==> src/rtl/ccip_avmm_pkg.sv <==
// Shared definitions for the CCI-P Avalon-MM CSR slave: word map, DFH constant and write-merge helpers.
`timescale 1ns/1ps
package ccip_avmm_pkg;

    localparam int CCIP_AVMM_MMIO_ADDR_WIDTH = 18;
    localparam int CSR_DATA_W                = 64;

    localparam logic [3:0] WORD_DFH      = 4'd0;
    localparam logic [3:0] WORD_ID_L     = 4'd1;
    localparam logic [3:0] WORD_ID_H     = 4'd2;
    localparam logic [3:0] WORD_SCRATCH0 = 4'd3;
    localparam logic [3:0] WORD_SCRATCH1 = 4'd4;
    localparam logic [3:0] WORD_CTRL     = 4'd5;
    localparam logic [3:0] WORD_STATUS   = 4'd6;
    localparam logic [3:0] WORD_EVENT    = 4'd7;
    localparam logic [3:0] WORD_CYCLES   = 4'd8;

    typedef enum logic [3:0] {
        CSR_DFH      = WORD_DFH,
        CSR_ID_L     = WORD_ID_L,
        CSR_ID_H     = WORD_ID_H,
        CSR_SCRATCH0 = WORD_SCRATCH0,
        CSR_SCRATCH1 = WORD_SCRATCH1,
        CSR_CTRL     = WORD_CTRL,
        CSR_STATUS   = WORD_STATUS,
        CSR_EVENT    = WORD_EVENT,
        CSR_CYCLES   = WORD_CYCLES
    } csr_word_e;

    // {type, reserved, end-of-list, next offset, feature rev/id}
    localparam logic [63:0] CSR_DFH_VALUE = {4'h1, 19'h0, 1'b1, 24'h0, 16'h0};

    function automatic logic [63:0] be_to_mask(input logic [7:0] be);
        logic [63:0] mask;
        for (int i = 0; i < 8; i++) begin
            mask[8*i +: 8] = {8{be[i]}};
        end
        return mask;
    endfunction

    function automatic logic [63:0] csr_merge(input logic [63:0] old_v,
                                              input logic [63:0] new_v,
                                              input logic [63:0] mask);
        return (old_v & ~mask) | (new_v & mask);
    endfunction

endpackage

==> src/rtl/ccip_avmm_rd_pipe.sv <==
// Fixed-latency read response delay line carrying {valid, data}; data is zero whenever valid is low.
`timescale 1ns/1ps
module ccip_avmm_rd_pipe #(
    parameter int READ_LATENCY = 2,
    parameter int DATA_W       = 64
) (
    input  logic              clk,
    input  logic              reset,
    input  logic              in_valid_i,
    input  logic [DATA_W-1:0] in_data_i,
    output logic              out_valid_o,
    output logic [DATA_W-1:0] out_data_o
);

    logic [DATA_W:0] stage_q [READ_LATENCY];
    logic [DATA_W:0] stage_d;

    // Zeroing data on bubbles keeps the output quiet without an extra output mux.
    assign stage_d = in_valid_i ? {1'b1, in_data_i} : '0;

    always_ff @(posedge clk or posedge reset) begin
        if (reset) begin
            for (int i = 0; i < READ_LATENCY; i++) begin
                stage_q[i] <= '0;
            end
        end else begin
            stage_q[0] <= stage_d;
            for (int i = 1; i < READ_LATENCY; i++) begin
                stage_q[i] <= stage_q[i-1];
            end
        end
    end

    assign {out_valid_o, out_data_o} = stage_q[READ_LATENCY-1];

endmodule

==> src/rtl/ccip_avmm_csr_slave.sv <==
// CCI-P AFU CSR block on an Avalon-MM slave: DFH/ID, scratch, CTRL, STATUS, W1C EVENT and CYCLES.
// Define CCIP_AVMM_CSR_DFH_EN to make word 0 a constant DFH; otherwise word 0 is a third scratch.
`timescale 1ns/1ps
module ccip_avmm_csr_slave
    import ccip_avmm_pkg::*;
#(
    parameter logic [63:0] AFU_ID_L     = 64'h0,
    parameter logic [63:0] AFU_ID_H     = 64'h0,
    parameter int          READ_LATENCY = 2
) (
    input  logic                                 clk,
    input  logic                                 reset,
    input  logic [CCIP_AVMM_MMIO_ADDR_WIDTH-1:0] avs_address,
    input  logic                                 avs_read,
    input  logic                                 avs_write,
    input  logic [63:0]                          avs_writedata,
    input  logic [7:0]                           avs_byteenable,
    output logic                                 avs_waitrequest,
    output logic [63:0]                          avs_readdata,
    output logic                                 avs_readdatavalid,
    output logic [63:0]                          csr_ctrl,
    input  logic [63:0]                          csr_status,
    input  logic [63:0]                          csr_event
);

    logic        wait_q;
    logic        rd_acc, wr_acc, in_range;
    logic [3:0]  word_idx;
    logic [63:0] wmask, rd_data;
    logic [2:0]  addr_lsb_unused;

    logic [63:0] scratch0_q, scratch0_d;
    logic [63:0] scratch1_q, scratch1_d;
    logic [63:0] ctrl_q, ctrl_d;
    logic [63:0] event_q, event_d;
    logic [63:0] cycles_q, cycles_d;
`ifndef CCIP_AVMM_CSR_DFH_EN
    logic [63:0] scratch2_q, scratch2_d;
`endif

    // Held high through reset and released on the first clock edge afterwards.
    always_ff @(posedge clk or posedge reset) begin
        if (reset) wait_q <= 1'b1;
        else       wait_q <= 1'b0;
    end

    assign avs_waitrequest = wait_q;
    assign rd_acc          = avs_read  & ~wait_q;
    assign wr_acc          = avs_write & ~wait_q;
    assign in_range        = ~|avs_address[CCIP_AVMM_MMIO_ADDR_WIDTH-1:7];
    assign word_idx        = avs_address[6:3];
    assign addr_lsb_unused = avs_address[2:0];
    assign wmask           = be_to_mask(avs_byteenable);

    always_comb begin
        scratch0_d = scratch0_q;
        scratch1_d = scratch1_q;
        ctrl_d     = ctrl_q;
        event_d    = event_q | csr_event;
        cycles_d   = cycles_q + 64'd1;
`ifndef CCIP_AVMM_CSR_DFH_EN
        scratch2_d = scratch2_q;
`endif
        if (wr_acc && in_range) begin
            case (word_idx)
`ifndef CCIP_AVMM_CSR_DFH_EN
                WORD_DFH:      scratch2_d = csr_merge(scratch2_q, avs_writedata, wmask);
`endif
                WORD_SCRATCH0: scratch0_d = csr_merge(scratch0_q, avs_writedata, wmask);
                WORD_SCRATCH1: scratch1_d = csr_merge(scratch1_q, avs_writedata, wmask);
                WORD_CTRL:     ctrl_d     = csr_merge(ctrl_q, avs_writedata, wmask);
                // Set wins over clear: the incoming pulse is ORed after the clear.
                WORD_EVENT:    event_d    = (event_q & ~(avs_writedata & wmask)) | csr_event;
                default: ;
            endcase
        end
    end

    always_ff @(posedge clk or posedge reset) begin
        if (reset) begin
            scratch0_q <= '0;
            scratch1_q <= '0;
            ctrl_q     <= '0;
            event_q    <= '0;
            cycles_q   <= '0;
`ifndef CCIP_AVMM_CSR_DFH_EN
            scratch2_q <= '0;
`endif
        end else begin
            scratch0_q <= scratch0_d;
            scratch1_q <= scratch1_d;
            ctrl_q     <= ctrl_d;
            event_q    <= event_d;
            cycles_q   <= cycles_d;
`ifndef CCIP_AVMM_CSR_DFH_EN
            scratch2_q <= scratch2_d;
`endif
        end
    end

    // Reads sample current register state, so a same-cycle write is not yet visible.
    always_comb begin
        rd_data = '0;
        if (in_range) begin
            case (csr_word_e'(word_idx))
`ifdef CCIP_AVMM_CSR_DFH_EN
                CSR_DFH:      rd_data = CSR_DFH_VALUE;
`else
                CSR_DFH:      rd_data = scratch2_q;
`endif
                CSR_ID_L:     rd_data = AFU_ID_L;
                CSR_ID_H:     rd_data = AFU_ID_H;
                CSR_SCRATCH0: rd_data = scratch0_q;
                CSR_SCRATCH1: rd_data = scratch1_q;
                CSR_CTRL:     rd_data = ctrl_q;
                CSR_STATUS:   rd_data = csr_status;
                CSR_EVENT:    rd_data = event_q;
                CSR_CYCLES:   rd_data = cycles_q;
                default:      rd_data = '0;
            endcase
        end
    end

    ccip_avmm_rd_pipe #(
        .READ_LATENCY (READ_LATENCY),
        .DATA_W       (64)
    ) u_rd_pipe (
        .clk         (clk),
        .reset       (reset),
        .in_valid_i  (rd_acc),
        .in_data_i   (rd_data),
        .out_valid_o (avs_readdatavalid),
        .out_data_o  (avs_readdata)
    );

    assign csr_ctrl = ctrl_q;

endmodule

==> config.mk <==
export PLATFORM = sky130hd
export DESIGN_NAME = ccip_avmm_csr_slave
export DESIGN_NICKNAME = d
export VERILOG_FILES = /design/src/rtl/ccip_avmm_pkg.sv /design/src/rtl/ccip_avmm_rd_pipe.sv /design/src/rtl/ccip_avmm_csr_slave.sv
export SDC_FILE = /design/constraint.sdc
export NUM_CORES = 1
export LEC_CHECK = 0
export BUFFER_PORTS_ARGS = -buffer_cell sky130_fd_sc_hd__buf_4
export CAP_MARGIN = 20
export CORE_UTILIZATION = 60
export CTS_CLUSTER_DIAMETER = 30
export DETAILED_ROUTE_END_ITERATION = 8
export PLACE_DENSITY = 0.84
export RECOVER_POWER = 50
export SETUP_SLACK_MARGIN = 0.02
export SYNTH_ARGS = -nofsm -noshare
export SYNTH_HDL_FRONTEND = slang
export SYNTH_HIERARCHICAL = 1
export SYNTH_SLANG_ARGS = --single-unit
==> constraint.sdc <==
create_clock -name clk -period 17.95 [get_ports clk]
set_input_delay 1.795 -clock clk [delete_from_list [all_inputs] [get_ports clk]]
set_output_delay 1.795 -clock clk [all_outputs]
set_load 0.01 [all_outputs]
==> out/qor.yml, run 1 <==
status:
  status: "complete, but fails checks"
  violations: "DRC, capacitance limit, slew limit"
synthesis:
  synth_warnings: 6
  synth_common_cells: "dfrtp_1 (514), mux2_1 (256), nand2_1 (157), a222oi_1 (128)"
  synth-main-ff-cell: "dfrtp_1"
  syn_area_um2: 21760
  synthCells: 1640
  synth-seq-cells: 515
  ys_types: 42
  syn_nets: 1863
  ys_seq_area_frac: 0.5922
  synth_edf_count: 0
  synth_top_area_share: 0.5910
  avgSynthCellArea_um2: 13.27
  yosysTopAreaCell: "dfrtp_1"
  synth_most_common_cell: "dfrtp_1"
  async_reset_ff_frac: 1.000
  synth_top_cells_by_area: "dfrtp_1 (59%), mux2_1 (13%), a222oi_1 (5.9%), nand2_1 (2.7%), a21o_1 (2.2%)"
sta:
  fin_crit_sh: 0.4182
  max_slew_margin: -1.795
  worst_pin_slew_ns: 4.169
  hold_violations: 0
  fin_crit_ns: 7.506
  fin_skew_ns: 0.02531
  rsz0062_at_grt: "no"
  max_freq_mhz: 133.2
  tns_ns: 0
  drv_slew: 426
  final-setup-viol-count: 0
finish:
  diodes: 0
  nFillCells: 2101
  fin_nets: 2197
  syn_to_final_growth_pct: 26.79
  fin_cells: 2519
  drive_gt1_frac: 0.2750
critical_path:
  rr_worst_depth: 3
  setup.worst_path.start_class: "input port"
  r2r_setup_slack_ns: 14.33
  crit_required_ns: 18.70
  crit_type: "in2async"
  cp.arrival_ns: 8.26
  cp_max_fo: 89
  worstSetupEndpointType: "async pin"
  rr_endpoint: "u_rd_pipe/stage_q[121]$_DFF_PP0_"
  r2r-start: "avs_waitrequest$_DFF_PP1_"
global_route:
  grt_max_degree: 90
  grt_pass1_vias: 17240
  grt-ovfl-total: 0
  grt_antenna_before_repair: 0
  grt_pass1_wl_mm: 98.95
  grt_usage: 0.3545
die:
  die_y_um: 192.5
  core_region_area_um2: 35660
  num_rows: 69
  start_util: 0.6104
  die_w_um: 192.5
  ios: 352
  die-area_um2: 37040
placed_design:
  place.gp.congestion: 0.8427
  dp.cells: 2334
  dp_hpwl_mm: 38.02
  portBuffers: 348
min_path:
  min_path_type: "reg2reg"
  holdPathEnd: "u_rd_pipe/out_data_o[25]$_DFF_PP0_"
  hp-start: "u_rd_pipe/stage_q[90]$_DFF_PP0_"
  min_delay_path_depth: 0
power_and_ir_drop:
  powerDensity_nw_per_um2: 117.0
  ir_worst_vdd_v: 0.00009919
  p_leak_nw: 13.04
job:
  max_cap_viol_count: 6
clock_tree:
  post_cts_resized: 0
  clkTransAtPathRegs_ns: 0.06
  cts_setup_buffers: 0
  cts_buffers: 97
  cts.path.max_buffers: 3
  holdBufCountCts: 0
  root_buffer: "clkbuf_16"
  cts_tree: "built"
  clock_latency_ns: 0.62
  cts_htree_levels: 3
  numClockSinks: 515
detailed_routing:
  drt_iter0_drc: 2345
  wire_per_inst_um: 25.77
  ant_nets: 0
  drc_errors: 54
  finalWirelength_mm: 64.91
  vias: 16240
  avgViaCountPerCell: 6.447
  dr.pass1.iters: 9
[worst max path at each step]
| stage | start | slack (ns) | end | depth (start not counted) |
|---|---|---|---|---|
| finish | reset | 10.44 | async pin | 5 |
| global route | reset | 9.17 | event_q[11]$_DFF_PP0_ | 3 |
| CTS | avs_address[3] | 13.99 | flop | 7 |
| detailed placement | reset | 13.43 | async pin | 4 |
| global placement | avs_address[3] | 13.48 | flop | 7 |
| floorplan | reset | 5.46 | async pin | 1 |
[area by class of cell]
class	count	area [um2]	area share
sequential	515	12890	0.4671
multi-input combinational	981	8114	0.2941
clock buffer	116	2643	0.09576
timing repair buffer	366	2382	0.08633
clock inverter	67	938.4	0.03401
tap	461	576.8	0.02090
inverter	13	51.30	0.001859
[kinds of logic after synthesis]
logic type               synth area share
AO/OA/AOI/OAI                     0.09980
XOR/XNOR                          0.02495
adder cells (fa/ha/maj)         0.0005748
buffers and inverters             0.03697
flip-flops                         0.5922
multiplexers                       0.1325
other                           0.0001723
AND/OR/NAND/NOR                    0.1129
[layout by cell type (no fill, tap or decap), types with 5 or more instances in the layout]
cell type     n
clkinvlp_4   10
nor3_1       18
and2_2       64
clkbuf_8      8
xnor2_1      30
nor2_1       23
nor2_4       36
clkbuf_1    116
inv_1        11
clkinv_2     16
mux2_1      256
nand4_1      23
xor2_1       32
a222oi_1    128
nor2_8        8
inv_6        10
nand2_1     157
and3_1        5
nand3_2       8
clkinv_4      6
nand3_1      23
dfrtp_1     514
nor4_1       16
clkbuf_16   100
buf_4       256
a31oi_1      64
bufinv_16    18
a21o_1       64
[power breakdown]
group          internal (W)  switching, W  leakage [nW]
clock network       0.00132      0.000640          1.74
registers           0.00116   0.000000305          6.84
logic             0.0000389     0.0000651          4.46
[layer usage]
metal  GRT usage  wire, um
met5           0         0
met4      0.1426      1805
met3     0.07911      6352
met2      0.5805     32180
met1      0.4593     24560
[critical path: stages]
cell and delay (ns):
clkbuf_1 0.10, clkinvlp_2 2.27, clkbuf_1 2.98, buf_4 0.62, buf_16 0.34
[per-stage QoR]
stage	hold slack, ns	setup slack (ns)	total power [W]	area, um2	util
6_report	0.3377	10.44	0.003230	27590	0.7739
3_3_place_gp	0.3321	13.48	0.001282	24400	0.6843
3_5_place_dp	0.3347	13.43	0.001284	24400	0.6843
5_1_grt	0.3467	9.168	0.003302	27590	0.7739
2_1_floorplan	0.3312	5.458	0.001217	21760	-
4_1_cts	0.3404	13.99	0.003237	27980	0.7847
Power figures use the tool's default switching activity.
==> inputs of run 2 (changes only) <==
Settings changed: CORE_UTILIZATION 60 to 57, PLACE_DENSITY 0.84 to 0.8.
Clock period 17.95 ns to 7.11 ns, I/O delays scaled along.
==> run 2 against run 1 <==
Sequential power rose to 2.5 times the previous value; wire length down 2.9%; power rose to 2.5 times the previous value; final area up 0.31%; critical path depth down 1; largest cell class unchanged; clock skew down 0.0044 ns; global-route usage down 2.6 points; highest routed layer unchanged; the flow still finishes with violations (DRC, capacitance limit, slew limit); cell count up 2.3%; utilization down 3.7 points.
==> out/qor.yml, run 2 (synthesized netlist as in run 1, its figures left out) <==
sta:
  rsz0062_at_grt: "no"
  drv_slew: 221
  hold_violations: 0
  tns_ns: 0
  fin_skew_ns: 0.02092
  final-setup-viol-count: 0
  max_slew_margin: -1.612
  max_freq_mhz: 233.6
  fin_crit_ns: 4.281
  worst_pin_slew_ns: 3.918
  fin_crit_sh: 0.6021
  timing.hold.ws_ns: 0.2635
power_and_ir_drop:
  comb_power_share: 0.032
  p_switching_w: 0.001783
  fin_total_pwr_w: 0.008234
  ir_worst_vdd_v: 0.0002811
  pwr-share-seq: 0.357
  p_sw_frac: 0.2166
  powerDensity_nw_per_um2: 297.5
  p_int_w: 0.006451
  p_leak_nw: 12.97
  p_clk_frac: 0.611
finish:
  fin_nets: 2203
  nFillCells: 2471
  diodes: 0
  syn_to_final_growth_pct: 27.18
  layout_common_cells: "dfrtp_1 (514), mux2_1 (256), buf_4 (231), nand2_1 (157), clkbuf_1 (140)"
  layout_commonest_cell: "dfrtp_1"
  drive_gt1_frac: 0.2659
clock_tree:
  cts.path.max_buffers: 3
  root_buffer: "clkbuf_16"
  cts_htree_levels: 3
  clkTransAtPathRegs_ns: 0.05
  cts_buffers: 102
  cts_tree: "built"
  holdBufCountCts: 0
  clock_latency_ns: 0.62
  numClockSinks: 515
  cts_setup_buffers: 0
  post_cts_resized: 0
global_route:
  grt_antenna_before_repair: 0
  grt_pass1_wl_mm: 96.70
  grt-ovfl-total: 0
  grt_pass1_vias: 17110
  grt_usage: 0.3280
  grt_max_degree: 158
min_path:
  min_path_type: "in2reg"
  hp-start: "csr_event[35]"
critical_path:
  crit_slowest_cell: "clkbuf_1"
  crit_path_start: "reset"
  cp_cell_sequence: "clkbuf_1 -> clkinvlp_4 -> clkbuf_1 -> buf_4"
  critPathMaxStageDelay_ns: 2.73
  r2r-start: "avs_waitrequest$_DFF_PP1_"
  crit_type: "in2async"
  crit_required_ns: 7.70
  cp.arrival_ns: 4.87
  setup.worst_path.start_class: "input port"
  worstSetupEndpointType: "async pin"
  r2r_setup_slack_ns: 3.59
  cp_max_fo: 76
  worst_path_most_repeated_cell: "clkbuf_1"
detailed_routing:
  drt_iter0_drc: 1667
  ant_nets: 0
  vias: 15960
  avgViaCountPerCell: 6.195
  wire_per_inst_um: 24.47
  dr.pass1.iters: 9
  drc_errors: 1
  finalWirelength_mm: 63.05
die:
  die_w_um: 197.4
  core_region_area_um2: 37580
  start_util: 0.5792
  ios: 352
  num_rows: 71
  die-area_um2: 38970
  die_y_um: 197.4
status:
  status: "complete, but fails checks"
  violations: "DRC, capacitance limit, slew limit"
placed_design:
  place.gp.congestion: 0.8068
  portBuffers: 348
  dp_hpwl_mm: 38.60
job:
  max_cap_viol_count: 4
-- run 2: cell types whose count changed in the layout (fill, tap and decap cells not counted), sizes merged --
cell | previous run | this run
clkbuf | 224 | 251
clkinvlp | 12 | 16
clkinv | 25 | 27
buf | 258 | 234
inv | 25 | 23
-- run 2: worst max-delay path, delay by kind of cell --
kind,cells,cell delay (ns)
buffers and inverters,4,4.03
-- run 2: through the flow --
stage                 util  cell area [um2]  worst slack (ns)  cells
floorplan                -            21770             1.224   1640
global placement    0.6514            24480             3.691   2385
detailed placement  0.6514            24480             3.652   2385
CTS                 0.7491            28150             4.282   2574
global route        0.7366            27680             2.183   2576
finish              0.7366            27680             2.829   2576
-- run 2: final cells by class --
cell class | count | area, um2 | area share
Clock buffer | 118 | 2725 | 0.09845
Sequential cell | 515 | 12890 | 0.4656
Multi-Input combinational cell | 981 | 8119 | 0.2933
Clock inverter | 71 | 944.7 | 0.03413
Timing Repair Buffer | 367 | 2308 | 0.08340
Tap cell | 511 | 639.4 | 0.02310
Inverter | 13 | 53.80 | 0.001944
-- run 2: final timing paths --
path	cells past startpoint	end
worst max-delay path	4	async pin
worst min-delay path	2	event_q[35]$_DFF_PP0_
worst max register to register	3	u_rd_pipe/stage_q[67]$_DFF_PP0_
worst min register to register	0	u_rd_pipe/out_data_o[11]$_DFF_PP0_
max in group clk	3	u_rd_pipe/stage_q[67]$_DFF_PP0_
min in group asynchronous	2	u_rd_pipe/out_data_o[3]$_DFF_PP0_
-- run 2: layer usage --
layer / share of wire / vias to the layer above / wire, um / GRT usage
li1: - / 6745 / - / -
met1: 0.40 / 8252 / 24980 / 0.4273
met2: 0.49 / 816 / 30730 / 0.5224
met3: 0.082 / 145 / 5192 / 0.07615
met4: 0.034 / 0 / 2148 / 0.1536
met5: 0 / - / 0 / 0
-- run 2: power groups by stage --
stage                     registers [W]   logic, W  clock network (W)
after floorplan                 0.00299  0.0000848                  0
after global placement          0.00299   0.000253                  0
after detailed placement        0.00299   0.000257                  0
after CTS                       0.00294   0.000260            0.00507
after global routing            0.00294   0.000281            0.00523
final                           0.00294   0.000262            0.00503
==> inputs of run 3 (changes only) <==
Settings changed: CORE_UTILIZATION 57 to 51, PLACE_DENSITY 0.8 to 0.76.
Clock period 7.11 ns to 3.79 ns, I/O delays scaled along.
==> run 3 against run 2 <==
Largest power group unchanged; count of clock-buffer cells in the layout is 14 higher; wire length is 3.9% higher; critical path type is now reg2reg; sequential cell count unchanged; combinational power increased by 120%; the flow finishes with violations (capacitance limit, slew limit); final area rose by 4.7%; global-route usage down 2.4 points; clock skew shrank 0.0026 ns; sequential power up 88%; hold slack lost 0.24 ns.
==> out/qor.yml, run 3 (synthesized netlist as in run 1, its figures left out) <==
clock_tree:
  cts_buffers: 106
  clock_latency_ns: 0.63
  cts_tree: "built"
  cts_htree_levels: 3
  clkTransAtPathRegs_ns: 0.05
  root_buffer: "clkbuf_16"
  numClockSinks: 515
  cts.path.max_buffers: 3
  post_cts_resized: 0
min_path:
  min_path_type: "in2reg"
critical_path:
  r2r_setup_slack_ns: 0.82
  rr_endpoint: "cycles_q[54]$_DFF_PP0_"
  worstSetupEndpointType: "flop"
  setup.worst_path.start_class: "flop"
  cp_cell_sequence: "nand4_1 -> nor4_1 -> nand4_1 -> nor4_1 -> xor2_1"
  endpoint: "cycles_q[54]$_DFF_PP0_"
  crit_required_ns: 4.33
  crit_type: "reg2reg"
  rr_worst_depth: 5
  crit_path_start: "cycles_q[3]$_DFF_PP0_"
  critPathMaxStageDelay_ns: 1.06
  r2r-start: "cycles_q[3]$_DFF_PP0_"
  crit_slowest_cell: "nor4_1"
  cp.arrival_ns: 3.51
  cp_max_fo: 7
finish:
  fin_nets: 2305
  layout_commonest_cell: "dfrtp_1"
  layout_common_cells: "dfrtp_1 (514), mux2_1 (256), buf_4 (233), nand2_1 (157), clkbuf_1 (140)"
  syn_to_final_growth_pct: 33.10
  drive_gt1_frac: 0.2600
  nFillCells: 3001
  multi_input_area_um2: 8112
  fin_cells: 2713
  seqCellArea_um2: 12890
  utilization: 0.6890
sta:
  worst_pin_slew_ns: 2.052
  timing.hold.ws_ns: 0.02649
  max_freq_mhz: 336.6
  fin_crit_sh: 0.7840
  fin_skew_ns: 0.01834
  final-setup-viol-count: 0
  max_slew_margin: -0.3708
  drv_slew: 188
  hold_violations: 0
  rsz0062_at_grt: "no"
  fin_crit_ns: 2.971
die:
  die_w_um: 208.6
  ios: 352
  core_region_area_um2: 42040
  num_rows: 75
  die_y_um: 208.6
  start_util: 0.5177
  die-area_um2: 43500
global_route:
  grt_pass1_vias: 17550
  grt_pass1_wl_mm: 101.2
  grt-ovfl-total: 0
  grt_antenna_before_repair: 1
  grt_max_degree: 131
  grt_usage: 0.3041
power_and_ir_drop:
  fin_total_pwr_w: 0.01610
  p_leak_nw: 13.52
  powerDensity_nw_per_um2: 555.6
  ir_worst_vdd_v: 0.0004267
status:
  status: "complete, but fails checks"
  violations: "capacitance limit, slew limit"
detailed_routing:
  avgViaCountPerCell: 6.072
  finalWirelength_mm: 65.53
  ant_nets: 0
  drt_iter0_drc: 1806
  dr.pass1.iters: 7
  wire_per_inst_um: 24.16
  drc_errors: 0
  vias: 16470
placed_design:
  dp.cells: 2422
  dp_hpwl_mm: 39.39
  place.gp.congestion: 0.8516
  portBuffers: 348
job:
  max_cap_viol_count: 3
run 3: cell types whose count changed in the layout (fill, tap and decap cells not counted), sizes merged, moves of 2 or more:
cell	before	now
dlygate4sd3	0	91
clkbuf	251	267
buf	234	239
bufinv	18	20
inv	23	19
run 3: report_power, final:
group | leakage [nW] | internal [W] | switching [W]
logic | 4.77 | 0.000250 | 0.000328
clock network | 1.90 | 0.00692 | 0.00308
registers | 6.84 | 0.00552 | 0.00000117
run 3: area by class of cell:
| class | count | area share |
|---|---|---|
| clock buffer | 132 | 0.1026 |
| inverter | 13 | 0.001857 |
| timing repair buffer | 465 | 0.1136 |
| antenna | 1 | 0.00008639 |
| clock inverter | 67 | 0.03360 |
| multi-input combinational | 981 | 0.2800 |
| sequential | 515 | 0.4449 |
| tap | 539 | 0.02328 |
run 3: through the flow:
| step | area (um2) | worst slack, ns | setup TNS [ns] |
|---|---|---|---|
| finish | 28970 | 0.8187 | 0 |
| global route | 28970 | 0.6243 | 0 |
| CTS | 29510 | 1.263 | 0 |
| detailed placement | 24650 | 0.8881 | 0 |
| global placement | 24650 | 0.9546 | 0 |
| floorplan | 21770 | -1.764 | -677.78 |
run 3: how the worst min path moves through the flow:
| stage | startpoint | to | cells past startpoint | slack, ns |
|---|---|---|---|---|
| finish | avs_writedata[14] | flop | 2 | 0.03 |
| floorplan | u_rd_pipe/stage_q[65]$_DFF_PP0_ | u_rd_pipe/out_data_o[0]$_DFF_PP0_ | 0 | 0.33 |
| CTS | avs_writedata[14] | flop | 2 | 0.00002 |
| detailed placement | u_rd_pipe/stage_q[78]$_DFF_PP0_ | u_rd_pipe/out_data_o[13]$_DFF_PP0_ | 0 | 0.33 |
| global placement | u_rd_pipe/stage_q[116]$_DFF_PP0_ | u_rd_pipe/out_data_o[51]$_DFF_PP0_ | 0 | 0.33 |
| global route | avs_writedata[34] | flop | 2 | 0.01 |
run 3: routing by layer:
metal  GRT usage  wire, um  part of all wire  vias to the layer above
met5           0         0                 0                        -
met4      0.1291      2180             0.033                        0
met3     0.07003      5258             0.080                      171
met2      0.4944     31820              0.49                      879
met1      0.3933     26280              0.40                     8451
li1            -         -                 -                     6973
run 3: timing repair:
item                      CTS  global route
hold buffers               91             0
setup buffers               0             0
hold endpoints to repair  145             0
run 3: critical path: cells and delay by family (launching register included):
| family | cells | cell delay, ns |
|---|---|---|
| AND/OR/NAND/NOR | 4 | 2.25 |
| XOR/XNOR | 1 | 0.17 |
| flip-flops | 1 | 0.47 |
